## config.mk

```make
export PLATFORM = sky130hd
export DESIGN_NAME = load_store_unit_flat
export DESIGN_NICKNAME = d
export VERILOG_FILES = /design/src/rtl/load_store_unit_if.sv /design/src/rtl/load_store_unit.sv /design/src/flat_wrapper.sv
export SDC_FILE = /design/constraint.sdc
export NUM_CORES = 1
export LEC_CHECK = 0
export BUFFER_PORTS_ARGS = -buffer_cell sky130_fd_sc_hd__buf_2
export CORE_UTILIZATION = 40
export CTS_BUF_LIST = sky130_fd_sc_hd__clkbuf_16
export DETAILED_ROUTE_END_ITERATION = 10
export HOLD_SLACK_MARGIN = 0.12
export PLACE_DENSITY = 0.75
export SLEW_MARGIN = 20
export SYNTH_ARGS = -nofsm -noshare
export SYNTH_HDL_FRONTEND = slang
export SYNTH_SLANG_ARGS = --single-unit
```

## constraint.sdc

```tcl
create_clock -name clk -period 2.7 [get_ports clk]
set_input_delay 0.27 -clock clk [delete_from_list [all_inputs] [get_ports clk]]
set_output_delay 0.27 -clock clk [all_outputs]
set_load 0.02 [all_outputs]
```

## src/rtl/load_store_unit_if.sv

```systemverilog
// ---------------------------------------------------------------------------
// load_store_unit_if
// Bundles the request side (core -> LSU) and the data-memory side
// (LSU -> memory) of the load/store unit into one interface.
//
// Signals
//   start, mem_write, funct3[2:0], addr[31:0], wdata[31:0] : request in
//   busy, done, rdata[31:0], misaligned, bus_err           : status/result out
//   dm_req, dm_we, dm_addr[31:0], dm_be[3:0], dm_wdata[31:0] : memory request
//   dm_ack, dm_rdata[31:0]                                 : memory response
//
// Modports
//   slave  : the load/store unit itself
//   master : the environment (core issuing requests plus data memory)
// ---------------------------------------------------------------------------
interface load_store_unit_if;
  logic        start;
  logic        mem_write;
  logic [2:0]  funct3;
  logic [31:0] addr;
  logic [31:0] wdata;
  logic        busy;
  logic        done;
  logic [31:0] rdata;
  logic        misaligned;
  logic        bus_err;
  logic        dm_req;
  logic        dm_we;
  logic [31:0] dm_addr;
  logic [3:0]  dm_be;
  logic [31:0] dm_wdata;
  logic        dm_ack;
  logic [31:0] dm_rdata;

  modport slave (
    input  start, mem_write, funct3, addr, wdata, dm_ack, dm_rdata,
    output busy, done, rdata, misaligned, bus_err,
           dm_req, dm_we, dm_addr, dm_be, dm_wdata
  );

  modport master (
    output start, mem_write, funct3, addr, wdata, dm_ack, dm_rdata,
    input  busy, done, rdata, misaligned, bus_err,
           dm_req, dm_we, dm_addr, dm_be, dm_wdata
  );
endinterface

```

## src/rtl/load_store_unit.sv

```systemverilog
// ---------------------------------------------------------------------------
// load_store_unit
// RV32I load/store unit. Accepts one byte/halfword/word access at a time,
// checks alignment, drives a single-beat request to data memory with byte
// enables and lane-replicated store data, then formats load data
// (sign/zero extension) into rdata.
//
// Ports
//   clk  : clock, all state updates on the rising edge
//   rst  : asynchronous active-low reset
//   bus  : load_store_unit_if.slave (request, status and data-memory signals)
//
// Optional feature
//   LSU_TIMEOUT_EN : when defined, a REQ phase that sees no dm_ack for 255
//                    cycles is abandoned and completes with bus_err=1.
//                    When undefined, REQ waits forever and bus_err is 0.
//
// Timing: done is high 2 cycles after start when dm_ack arrives in the first
// REQ cycle, and 1 cycle after start on an alignment fault.
// ---------------------------------------------------------------------------
module load_store_unit (
  input logic             clk,
  input logic             rst,
  load_store_unit_if.slave bus
);

  localparam logic [1:0] IDLE = 2'd0;
  localparam logic [1:0] REQ  = 2'd1;
  localparam logic [1:0] DONE = 2'd2;

  logic [1:0]  state_reg;
  logic        we_reg;
  logic [2:0]  funct3_reg;
  logic [1:0]  offset_reg;
  logic [31:0] rdata_reg;
  logic        misaligned_reg;
  logic        dm_req_reg;
  logic        dm_we_reg;
  logic [31:0] dm_addr_reg;
  logic [3:0]  dm_be_reg;
  logic [31:0] dm_wdata_reg;

  logic        fault_w;
  logic [3:0]  be_w;
  logic [31:0] wdata_w;
  logic [31:0] lane_shift;
  logic [31:0] load_w;
  logic        timeout_w;

  // Alignment check on the incoming request; funct3[1:0]=11 is not a
  // valid RV32I access size and is reported the same way.
  always_comb begin
    fault_w = 1'b0;
    case (bus.funct3[1:0])
      2'b01:   fault_w = bus.addr[0];
      2'b10:   fault_w = (bus.addr[1:0] != 2'b00);
      2'b11:   fault_w = 1'b1;
      default: fault_w = 1'b0;
    endcase
  end

  always_comb begin
    be_w = 4'b1111;
    case (bus.funct3[1:0])
      2'b00:   be_w = 4'b0001 << bus.addr[1:0];
      2'b01:   be_w = 4'b0011 << bus.addr[1:0];
      default: be_w = 4'b1111;
    endcase
  end

  // Store data is replicated across lanes so the byte enables alone pick
  // the destination bytes; memory never has to shift.
  genvar gi;
  generate
    for (gi = 0; gi < 4; gi++) begin : g_lane
      assign wdata_w[gi*8 +: 8] =
        (bus.funct3[1:0] == 2'b00) ? bus.wdata[7:0] :
        (bus.funct3[1:0] == 2'b01) ? bus.wdata[(gi%2)*8 +: 8] :
                                     bus.wdata[gi*8 +: 8];
    end
  endgenerate

  // Bring the addressed byte/halfword down to bit 0. Halfwords are always
  // at offset 0 or 2 here, so the same byte shift serves both sizes.
  assign lane_shift = bus.dm_rdata >> {offset_reg, 3'b000};

  always_comb begin
    load_w = bus.dm_rdata;
    case (funct3_reg[1:0])
      2'b00:   load_w = {{24{~funct3_reg[2] & lane_shift[7]}},  lane_shift[7:0]};
      2'b01:   load_w = {{16{~funct3_reg[2] & lane_shift[15]}}, lane_shift[15:0]};
      default: load_w = bus.dm_rdata;
    endcase
  end

`ifdef LSU_TIMEOUT_EN
  logic [7:0] tmo_cnt_reg;
  logic       bus_err_reg;

  // The counter is 0 in the first REQ cycle; reaching 254 without an ack
  // means this is the 255th REQ cycle, after which the access is dropped.
  assign timeout_w = (tmo_cnt_reg == 8'd254);

  always_ff @(posedge clk or negedge rst) begin
    if (!rst) begin
      tmo_cnt_reg <= 8'd0;
      bus_err_reg <= 1'b0;
    end else begin
      case (state_reg)
        IDLE: begin
          if (bus.start) begin
            tmo_cnt_reg <= 8'd0;
            bus_err_reg <= 1'b0;
          end
        end
        REQ: begin
          if (!bus.dm_ack) begin
            tmo_cnt_reg <= tmo_cnt_reg + 8'd1;
            if (timeout_w) bus_err_reg <= 1'b1;
          end
        end
        default: ;
      endcase
    end
  end

  assign bus.bus_err = bus_err_reg;
`else
  assign timeout_w   = 1'b0;
  assign bus.bus_err = 1'b0;
`endif

  always_ff @(posedge clk or negedge rst) begin
    if (!rst) begin
      state_reg      <= IDLE;
      we_reg         <= 1'b0;
      funct3_reg     <= 3'b000;
      offset_reg     <= 2'b00;
      rdata_reg      <= 32'd0;
      misaligned_reg <= 1'b0;
      dm_req_reg     <= 1'b0;
      dm_we_reg      <= 1'b0;
      dm_addr_reg    <= 32'd0;
      dm_be_reg      <= 4'b0000;
      dm_wdata_reg   <= 32'd0;
    end else begin
      case (state_reg)
        IDLE: begin
          if (bus.start) begin
            we_reg         <= bus.mem_write;
            funct3_reg     <= bus.funct3;
            offset_reg     <= bus.addr[1:0];
            misaligned_reg <= fault_w;
            if (fault_w) begin
              state_reg <= DONE;
            end else begin
              state_reg    <= REQ;
              dm_req_reg   <= 1'b1;
              dm_we_reg    <= bus.mem_write;
              dm_addr_reg  <= {bus.addr[31:2], 2'b00};
              dm_be_reg    <= be_w;
              dm_wdata_reg <= wdata_w;
            end
          end
        end
        REQ: begin
          if (bus.dm_ack) begin
            dm_req_reg <= 1'b0;
            state_reg  <= DONE;
            if (!we_reg) rdata_reg <= load_w;
          end else if (timeout_w) begin
            dm_req_reg <= 1'b0;
            state_reg  <= DONE;
          end
        end
        DONE:    state_reg <= IDLE;
        default: state_reg <= IDLE;
      endcase
    end
  end

  assign bus.busy       = (state_reg != IDLE);
  assign bus.done       = (state_reg == DONE);
  assign bus.rdata      = rdata_reg;
  assign bus.misaligned = misaligned_reg;
  assign bus.dm_req     = dm_req_reg;
  assign bus.dm_we      = dm_we_reg;
  assign bus.dm_addr    = dm_addr_reg;
  assign bus.dm_be      = dm_be_reg;
  assign bus.dm_wdata   = dm_wdata_reg;

endmodule
```

## src/flat_wrapper.sv

```systemverilog
// flat-port wrapper written by rule: the top's interface ports become plain ports
module load_store_unit_flat 
  (clk, rst, bus_start, bus_mem_write, bus_funct3, bus_addr, bus_wdata, bus_dm_ack, bus_dm_rdata, bus_busy, bus_done, bus_rdata, bus_misaligned, bus_bus_err, bus_dm_req, bus_dm_we, bus_dm_addr, bus_dm_be, bus_dm_wdata);
  load_store_unit_if bus_i ();
  input logic clk;
  input logic rst;
  input wire logic [$bits(bus_i.start)-1:0] bus_start;
  input wire logic [$bits(bus_i.mem_write)-1:0] bus_mem_write;
  input wire logic [$bits(bus_i.funct3)-1:0] bus_funct3;
  input wire logic [$bits(bus_i.addr)-1:0] bus_addr;
  input wire logic [$bits(bus_i.wdata)-1:0] bus_wdata;
  input wire logic [$bits(bus_i.dm_ack)-1:0] bus_dm_ack;
  input wire logic [$bits(bus_i.dm_rdata)-1:0] bus_dm_rdata;
  output wire logic [$bits(bus_i.busy)-1:0] bus_busy;
  output wire logic [$bits(bus_i.done)-1:0] bus_done;
  output wire logic [$bits(bus_i.rdata)-1:0] bus_rdata;
  output wire logic [$bits(bus_i.misaligned)-1:0] bus_misaligned;
  output wire logic [$bits(bus_i.bus_err)-1:0] bus_bus_err;
  output wire logic [$bits(bus_i.dm_req)-1:0] bus_dm_req;
  output wire logic [$bits(bus_i.dm_we)-1:0] bus_dm_we;
  output wire logic [$bits(bus_i.dm_addr)-1:0] bus_dm_addr;
  output wire logic [$bits(bus_i.dm_be)-1:0] bus_dm_be;
  output wire logic [$bits(bus_i.dm_wdata)-1:0] bus_dm_wdata;
  assign bus_i.start = bus_start;
  assign bus_i.mem_write = bus_mem_write;
  assign bus_i.funct3 = bus_funct3;
  assign bus_i.addr = bus_addr;
  assign bus_i.wdata = bus_wdata;
  assign bus_i.dm_ack = bus_dm_ack;
  assign bus_i.dm_rdata = bus_dm_rdata;
  assign bus_busy = bus_i.busy;
  assign bus_done = bus_i.done;
  assign bus_rdata = bus_i.rdata;
  assign bus_misaligned = bus_i.misaligned;
  assign bus_bus_err = bus_i.bus_err;
  assign bus_dm_req = bus_i.dm_req;
  assign bus_dm_we = bus_i.dm_we;
  assign bus_dm_addr = bus_i.dm_addr;
  assign bus_dm_be = bus_i.dm_be;
  assign bus_dm_wdata = bus_i.dm_wdata;
  load_store_unit u_core (.clk(clk), .rst(rst), .bus(bus_i));
endmodule
```

==> impl_metrics.json <==
{
  "setup_slack_ns": 0.6075,
  "grt_use_total": 0.2001,
  "slowest_stage": "or3b_1",
  "slew-limit-headroom": 0.5361,
  "stdcell_area_sq_mm": 0.006724,
  "dp_hpwl_um": 10070,
  "worstSetupStartpointType": "flip-flop",
  "period_needed_ns": 2.092,
  "synth_edf_count": 0,
  "cts_max_path_buffers": 2,
  "yosysTopAreaCellShare": 0.5144,
  "avgSynthCellArea_sq_um": 12.11,
  "drv_slew": 0,
  "clk-insertion-delay-late_ns": 0.35,
  "cts_tree": "done",
  "placement.io_buffers": 206,
  "grt_max_degree": 44,
  "viasPerCell": 5.177,
  "drive_gt1_frac": 0.5094,
  "pwr_density_cell_mw_per_mm2": 1090,
  "vias": 4183,
  "arrival_ns": 2.33,
  "wl_um": 13680,
  "cap_viol_max_count": 0,
  "grt_setup_unrepaired": "no",
  "cts_setup_buffers": 0,
  "cts_root_buf": "clkbuf_16",
  "hold_viol": 0,
  "synth_area_leaders": "dfrtp_1 (51%), mux2_2 (10%), mux2_4 (8.5%), mux2i_1 (3.4%), o22ai_1 (3.1%)",
  "peakVddDrop_v": 0.0005802,
  "drc": 0,
  "firstDrtPassIters": 4,
  "status": "finished, final reports clean",
  "synth_area_sq_mm": 0.005303,
  "p_leak_nw": 3.262,
  "start_util": 0.4151,
  "dp_slack_ns": 0.6089,
  "antenna_found_initial": 0,
  "yosysTopAreaCell": "dfrtp_1",
  "cp_max_fo": 37,
  "nNetsFinal": 736,
  "worstPathRequired_ns": 2.94,
  "grt_pass1_wl_um": 20790,
  "dpl-instance-area_sq_mm": 0.006416,
  "cts.htree.levels": 3,
  "setup_viol": 0,
  "synth_ff_type": "dfrtp_1",
  "grt_pass1_vias": 4149,
  "io_pins": 210,
  "wl_per_cell_um": 16.94,
  "die_y_um": 117.1,
  "cts_inserted_buffers": 9,
  "synth-seq-area-share": 0.5144,
  "synth_cells": 438,
  "grt_overflow": 0,
  "finClkSkew_ns": 0.006932,
  "crit_chain": "or3b_1 -> nor2b_4 -> buf_12 -> mux2_2",
  "fin_tns_setup_ns": 0,
  "cp-end-kind": "flip-flop",
  "clk_pin_slew_ns": 0.07,
  "diodes": 0,
  "fin_crit_sh": 0.7750,
  "drt_first_iter_violations": 315,
  "finalWeightedCongestion": 0.8753,
  "ys_seq_elements": 109,
  "synth_warnings": 0,
  "area_growth_pct": 26.81,
  "tightestPinTransition_ns": 0.6958,
  "yosysUniqueCellTypes": 41,
  "cts_sinks": 109,
  "core_area_sq_mm": 0.01277,
  "path_class": "flip-flop to flip-flop",
  "die_x_um": 117.1,
  "p_total_mw": 7.332,
  "drtAntennaViolNets": 0,
  "rows": 41,
  "fill_cells": 1153,
  "hold_path_class": "input pin to flip-flop",
  "max_stage_delay_ns": 0.66,
  "fmax_mhz": 477.9,
  "synthArstFlopShare": 1.000,
  "dieArea_sq_mm": 0.01372
}
repair_timing:
| action | in CTS | in global routing |
|---|---|---|
| hold buffers | 2 | 0 |
| endpoints found under the hold margin | 41 | 0 |
| gates resized for setup | 0 | 0 |
synth_stat cells, types with 5 or more instances:
library cell / count
dfrtp_1: 109
mux2i_1: 18
a22oi_1: 7
a21oi_1: 23
a2bb2oi_1: 7
o21ai_0: 19
nand2_1: 30
o22ai_1: 26
buf_4: 5
mux2_4: 30
buf_2: 8
clkbuf_1: 18
o22a_1: 8
mux2_1: 7
or2_2: 11
nor2_1: 25
mux2_2: 49
metal layers:
layer | vias up | GRT usage | routed length [um]
li1 | 1955 | - | -
met1 | 2027 | 0.2361 | 5592
met2 | 187 | 0.3377 | 6659
met3 | 14 | 0.07570 | 1268
met4 | 0 | 0.06329 | 162
met5 | - | 0 | 0
worst paths after layout:
check                                     from                      to  slack (ns)  depth (start not counted)
min in group asynchronous                  rst  u_core.bus.dm_addr[10]        0.44                          2
setup / recovery           u_core.state_reg[1]  u_core.bus.dm_wdata[3]        0.61                          4
hold reg to reg            u_core.bus.rdata[4]     u_core.bus.rdata[4]        0.48                          2
setup reg to reg           u_core.state_reg[1]  u_core.bus.dm_wdata[3]        0.61                          4
max in group asynchronous                  rst   u_core.bus.dm_addr[5]        1.32                          3
hold / removal                    bus_addr[30]  u_core.bus.dm_addr[30]        0.14                          2
kinds of logic after synthesis:
group,count (synthesis),share of synthesized area
other cells,1,0.0007072
simple gates,78,0.06890
compound gates,103,0.1258
flops,109,0.5144
buf+inv,42,0.05073
xor+xnor,1,0.001652
mux,104,0.2378
power breakdown:
part / total, mW / switching, mW / internal, mW
sequential: 2.77 / 0.433 / 2.33
combinational: 3.25 / 1.86 / 1.39
clock: 1.32 / 0.603 / 0.713
total: 7.33 / 2.90 / 4.43
per-stage QoR:
| stage | std cells | hold slack [ns] | util |
|---|---|---|---|
| 6_report | 808 | 0.1373 | 0.5264 |
| 5_1_grt | 808 | 0.1237 | 0.5264 |
| 4_1_cts | 808 | 0.1208 | 0.5264 |
| 2_1_floorplan | 440 | -0.02559 | - |
| 3_5_place_dp | 791 | 0.3080 | 0.5023 |
| 3_3_place_gp | 791 | 0.2843 | 0.5023 |
cell type report:
type	count	area [sq um]	share of cell area
clock inverters	6	62.56	0.009304
repair buffers	220	1169	0.1738
well taps	172	215.2	0.03201
flip-flops and latches	109	2728	0.4057
inverters	3	11.26	0.001675
clock buffers	9	225.2	0.03349
multi-input cells	289	2313	0.3441
cells in the final DEF, fill, tap and decap left out, drive strengths merged, types with 4 or more instances in the layout:
cell type and instances:
buf 218, dfrtp 109, mux2 86, nand2 30
o22ai 26, nor2 25, a21oi 24, o21ai 19
mux2i 18, or2 11, clkbuf 9, o22a 8
a22oi 7, a2bb2oi 7, inv 4
worst max-delay path, delay by kind of cell, from the launching register on:
family	cells	cell delay, ns
simple gates	2	0.93
flops	1	0.40
mux	1	0.37
buf+inv	1	0.24
Note: power is estimated with default switching activity, not from simulation.
